**config.mk**
```make
export PLATFORM = sky130hd
export DESIGN_NAME = ysyx_22040038_ifu
export DESIGN_NICKNAME = d
export VERILOG_FILES = /design/src/rtl/ysyx_22040038_ifu.sv
export SDC_FILE = /design/constraint.sdc
export NUM_CORES = 1
export LEC_CHECK = 0
export CAP_MARGIN = 20
export CORE_UTILIZATION = 31
export DETAILED_ROUTE_END_ITERATION = 16
export SYNTH_ARGS = -nofsm -noshare
export SYNTH_HDL_FRONTEND = slang
export SYNTH_SLANG_ARGS = --single-unit
```
**constraint.sdc**
```tcl
create_clock -name clk -period 2.75 [get_ports clk]
set_clock_uncertainty 0.05 [all_clocks]
set_input_delay 0.55 -clock clk [delete_from_list [all_inputs] [get_ports clk]]
set_output_delay 0.55 -clock clk [all_outputs]
set_load 0.01 [all_outputs]
```
**src/rtl/ysyx_22040038_ifu.sv**
```systemverilog
// ysyx_22040038_ifu: single-outstanding instruction fetch unit feeding ID through a held output register,
// with EX redirect that squashes in-flight and held work.
module ysyx_22040038_ifu #(
  parameter int              XLEN     = 64,
  parameter logic [XLEN-1:0] RESET_PC = 64'h0000_0000_8000_0000
) (
  input  logic            clk,
  input  logic            rst_n,
  output logic            imem_req_valid,
  input  logic            imem_req_ready,
  output logic [XLEN-1:0] imem_req_addr,
  input  logic            imem_rsp_valid,
  input  logic [31:0]     imem_rsp_data,
  input  logic            redirect_valid,
  input  logic [XLEN-1:0] redirect_pc,
  output logic            id_valid,
  input  logic            id_ready,
  output logic [31:0]     id_instr,
  output logic [XLEN-1:0] id_pc
);
  localparam logic [1:0] S_REQ  = 2'd0;
  localparam logic [1:0] S_WAIT = 2'd1;
  localparam logic [1:0] S_HOLD = 2'd2;
  localparam logic [1:0] S_DROP = 2'd3;
  logic [1:0]      r_state, w_state_nxt;
  logic [XLEN-1:0] r_pc, w_pc_nxt;
  logic            r_id_valid, w_id_valid_nxt;
  logic [31:0]     r_id_instr;
  logic [XLEN-1:0] r_id_pc;
  logic            w_in_req, w_in_wait, w_in_hold, w_in_drop;
  logic            w_accept, w_take, w_pending;
  always_comb begin
    w_in_req       = r_state == S_REQ;
    w_in_wait      = r_state == S_WAIT;
    w_in_hold      = r_state == S_HOLD;
    w_in_drop      = r_state == S_DROP;
    w_accept       = w_in_req & imem_req_ready;
    w_take         = w_in_wait & imem_rsp_valid & ~redirect_valid;
    // a response is still owed after this edge: squashed work must go through DROP
    w_pending      = w_accept | ((w_in_wait | w_in_drop) & ~imem_rsp_valid);
    w_state_nxt    = redirect_valid                ? (w_pending ? S_DROP : S_REQ)
                   : w_accept                      ? S_WAIT
                   : w_in_wait & imem_rsp_valid    ? S_HOLD
                   : w_in_hold & id_ready          ? S_REQ
                   : w_in_drop & imem_rsp_valid    ? S_REQ
                   : r_state;
    w_pc_nxt       = redirect_valid ? {redirect_pc[XLEN-1:2], 2'b00}
                   : w_take         ? r_pc + XLEN'(4)
                   : r_pc;
    w_id_valid_nxt = redirect_valid         ? 1'b0
                   : w_take                 ? 1'b1
                   : w_in_hold & id_ready   ? 1'b0
                   : r_id_valid;
  end
  always_ff @(posedge clk or negedge rst_n) begin
    if (!rst_n) begin
      r_state    <= S_REQ;
      r_pc       <= RESET_PC;
      r_id_valid <= 1'b0;
      r_id_instr <= 32'h0000_0013;
      r_id_pc    <= '0;
    end else begin
      r_state    <= w_state_nxt;
      r_pc       <= w_pc_nxt;
      r_id_valid <= w_id_valid_nxt;
      if (w_take) begin
        r_id_instr <= imem_rsp_data;
        r_id_pc    <= r_pc;
      end
    end
  end
  assign imem_req_valid = w_in_req & rst_n;
  assign imem_req_addr  = r_pc;
  assign id_valid       = r_id_valid;
  assign id_instr       = r_id_instr;
  assign id_pc          = r_id_pc;
endmodule

```
==> results <==
- The run finished with clean final reports.
- Static timing analysis puts the maximum clock frequency at 391 MHz.
- The total clock buffers created by CTS is 17.
- The congestion estimate from routability-driven global placement came to 0.819.
- The horizontal die dimension is 158 um.
- The number of hold-repair buffers added at the cts stage is 0.
- In this run the cell area of the synthesized design comes to 0.00750 mm^2.
- The startpoint kind of the worst setup timing path is an input port.
- Summed over all nets, the switching power comes to 2.73 mW.
- The number of sinks driven by the clock tree is 159.
- In the synthesized netlist the dominant register cell turns out to be dfrtp_1.
- The full die area is 0.0248 mm^2.
- Across the run, the number of max-cap violations was 0.
- The total number of vias is 6,330.
- In the final layout, the share of cells above drive strength 1 is 0.194.
- The final layout net count is 1,059.
- The post-layout minimum cycle time is 2560 ps.
- The number of buffers inserted by port buffering is 257.
- The number of antenna violations at the first check in global routing is 1.
- Counting flops with an async set or reset pin after synthesis yields a share of 1.00.
- The number of global-route vias before repair is 6,217.
- CTS built an H-tree with a depth of 4.
- The count of flip-flops with a built-in enable after synthesis is 0.
- Across every metal layer, demand over resource in global routing totals 0.191.
- Setup repair after global routing left no endpoint under its margin.
- Summed over all layers, the routed wires come to 23,100 um.
- The commonest cells after synthesis are 155 x dfrtp_1, 97 x mux2_2, 69 x nand2_1.
- During synthesis, Yosys emitted a total of 0 warnings.
- The number of cells produced by synthesis is 671.
- At the worst endpoint, the arrival time is 2850 ps.
- The number of placed I/O pins is 264.
- The relative max-transition margin is 0.578.
- Of the total power, the share spent switching nets is 0.282.
- In this run the worst hold path is classified as in -> async.
- Synthesis inferred 159 register bits.
- Measured on the finished design, the core utilization comes to 0.481.
- The standard-cell row count is 56.
- The fraction of synthesized cell area taken by the top area cell type is 0.517.
- The part of the power in the clock network is 0.269.
- The clock tree root buffer cell is clkbuf_16.
- The classification of the worst setup path is in -> reg.
- The top cell type by total area after synthesis is dfrtp_1.
- For the worst-skew pair, the clock arrives at the later sink with an insertion delay of 420 ps.
- The total count of hold-check failures in the final report is 0.
- The part of the total power dissipated in combinational logic is 0.357.
- Dividing the final minimum period by the clock period gives 0.930.
- The DRC violation total after the first TritonRoute iteration is 436.
- The register clock-pin slew on the reported worst setup and hold paths is 70 ps.
- The largest net degree at the start of global routing is 114.
- The cell area power density is 854 mW/mm^2.
- The endpoint type of the worst setup path is a flop.
- The HPWL after detailed placement is 16,900 um.
- After floorplanning, the core was sized to cover 0.0236 mm^2.
- The internal reg-to-reg setup slack is 280 ps.
- The maximum fanout encountered on the critical timing path is 5.
- The share of total power dissipated in sequential elements is 0.374.
- In the final routed layout, each cell accounts on average for 17.9 um.
- The area added between synthesis and finish is 51.4%.
- The count of final setup violators is 0.
- By area the synthesized netlist is led by dfrtp_1 52%, mux2_2 15%, nand2_1 3.5%.
- The reg-to-reg endpoint is imem_req_addr[48].
- The count of pins over their slew limit is 0.
- The post-CTS resize count is 0.
- After detailed routing, the number of vias per cell comes to 4.91.
- The vertical die dimension is 158 um.
- The number of nets with antenna violations after routing is 0.
- dfrtp_1 is the most common cell in the netlist.
- The proportion of synthesized chip area in sequential cells is 0.531.
- For this configuration, the core starts out at a cell density of 0.318.
- The count of distinct cell types in the synthesized netlist is 47.
- The post-route setup TNS is 0 ps.
- The static power due to leakage is 4.54 nW.
- The filler cell count is 2,204.
- The multi-input combinational cell area is 0.00334 mm^2.
- In the final layout, flip-flops and latches occupy 0.00398 mm^2.
- In this run the critical register-to-register path is launched from imem_req_addr[31].
- The maximum root-to-sink buffer count is 2.
- The synthesized area per cell is 11.2 um^2.
- The global-route wire length before repair is 36,000 um.
- The depth of the worst register-to-register path is 5.
- The critical path required time is 3040 ps.
- The internal portion of the total power is 6.97 mW.
- The total DRC errors in the routed layout is 0.
- At the pin with the least slew margin, the transition time is 633 ps.
- The total global routing overflow is 0.
- VDD sags by at most 0.353 mV.
- The first TritonRoute pass finished after 4 iterations.
- The clock tree from TritonCTS is done.
- After clock tree synthesis, the setup repair step added 0 buffers.
## state kept, by name (all words and copies together), names as in the netlist
name	cells
id_pc	62
id_instr	32
id_valid	1
r_state	2
imem_req_addr	62
## routing by layer
layer	vias to the layer above	track usage	routed length, um
met1	3102	0.258	10600
met2	202	0.298	10700
met4	0	0.0513	250
met3	24	0.0540	1590
met5	-	0	0
li1	3002	-	-
## through the flow
| step | setup WS (ps) | hold WS (ps) | instances | power (mW) | instance area, um^2 |
|---|---|---|---|---|---|
| final | 194 | 172 | 1288 | 9.70 | 11400 |
| after global routing | 123 | 222 | 1288 | 10.2 | 11400 |
| after CTS | 216 | 204 | 1287 | 9.82 | 11400 |
| after detailed placement | -220 | 445 | 1256 | 7.17 | 10700 |
| after global placement | -214 | 438 | 1256 | 7.11 | 10700 |
| after floorplan | 393 | 204 | 674 | 5.05 | 7510 |
## layout by cell type (no fill, tap or decap), types with 4 or more instances in the layout
cell | Yosys | final
or4_1 | 11 | 11
conb_1 | 1 | 4
nor3_1 | 17 | 17
clkdlybuf4s50_1 | 0 | 255
nor2_1 | 26 | 25
nor2b_1 | 6 | 6
and2_1 | 4 | 4
and4_1 | 8 | 8
nor4_1 | 18 | 18
o31ai_1 | 6 | 6
buf_12 | 0 | 4
nand2_1 | 69 | 69
mux2_2 | 97 | 97
dfstp_2 | 4 | 4
inv_1 | 5 | 5
xnor2_1 | 27 | 27
clkbuf_16 | 0 | 17
a221o_1 | 4 | 4
nand3_1 | 30 | 30
and3_1 | 14 | 14
xor2_1 | 12 | 12
dfrtp_1 | 155 | 155
o21ai_0 | 39 | 39
buf_4 | 5 | 44
a21o_1 | 4 | 4
mux2i_1 | 4 | 4
nand4_1 | 26 | 26
bufinv_16 | 0 | 5
a31oi_1 | 11 | 11
## logic make-up after synthesis
kind of cell	share of synthesized area
adders and majority gates	0.00167
buffers and inverters	0.0259
DFF	0.531
muxes	0.151
xor gates and xnor gates	0.0455
and+or+nand+nor	0.182
AOI/OAI and AO/OA	0.0621
other	0.000500
## how the worst max path moves through the flow
| stage | from | to | slack [ps] | depth (start not counted) |
|---|---|---|---|---|
| after floorplan | imem_rsp_valid | imem_req_addr[53] | 390 | 5 |
| after global placement | imem_rsp_valid | imem_req_addr[53] | -210 | 6 |
| after detailed placement | imem_rsp_valid | imem_req_addr[53] | -220 | 6 |
| after CTS | imem_rsp_valid | imem_req_addr[53] | 220 | 6 |
| after global routing | imem_rsp_valid | imem_req_addr[53] | 120 | 6 |
| final | imem_rsp_valid | imem_req_addr[53] | 190 | 6 |
## power by group through the flow
stage / Combinational, mW / Clock, mW / Sequential, mW
after global routing: 3.70 / 2.77 / 3.75
after floorplan: 1.05 / 0 / 4.00
after detailed placement: 3.49 / 0 / 3.68
after global placement: 3.47 / 0 / 3.64
final: 3.46 / 2.61 / 3.63
after CTS: 3.51 / 2.67 / 3.64
## area by class of cell
cell class | instances | area share
flip-flops and latches | 159 | 0.351
multi-input cells | 469 | 0.294
repair buffers | 304 | 0.262
clock buffers | 20 | 0.0393
well taps | 319 | 0.0351
clock inverters | 11 | 0.0166
inverters | 5 | 0.00165
diodes | 1 | 0.000220
## critical path, cell delays in order
cell	delay, ps
clkdlybuf4s50_1	610
nand3b_4	100
or4_4	570
or4_4	540
or3_1	320
a31oi_1	160
No activity file was read; power rests on OpenSTA's default activity.
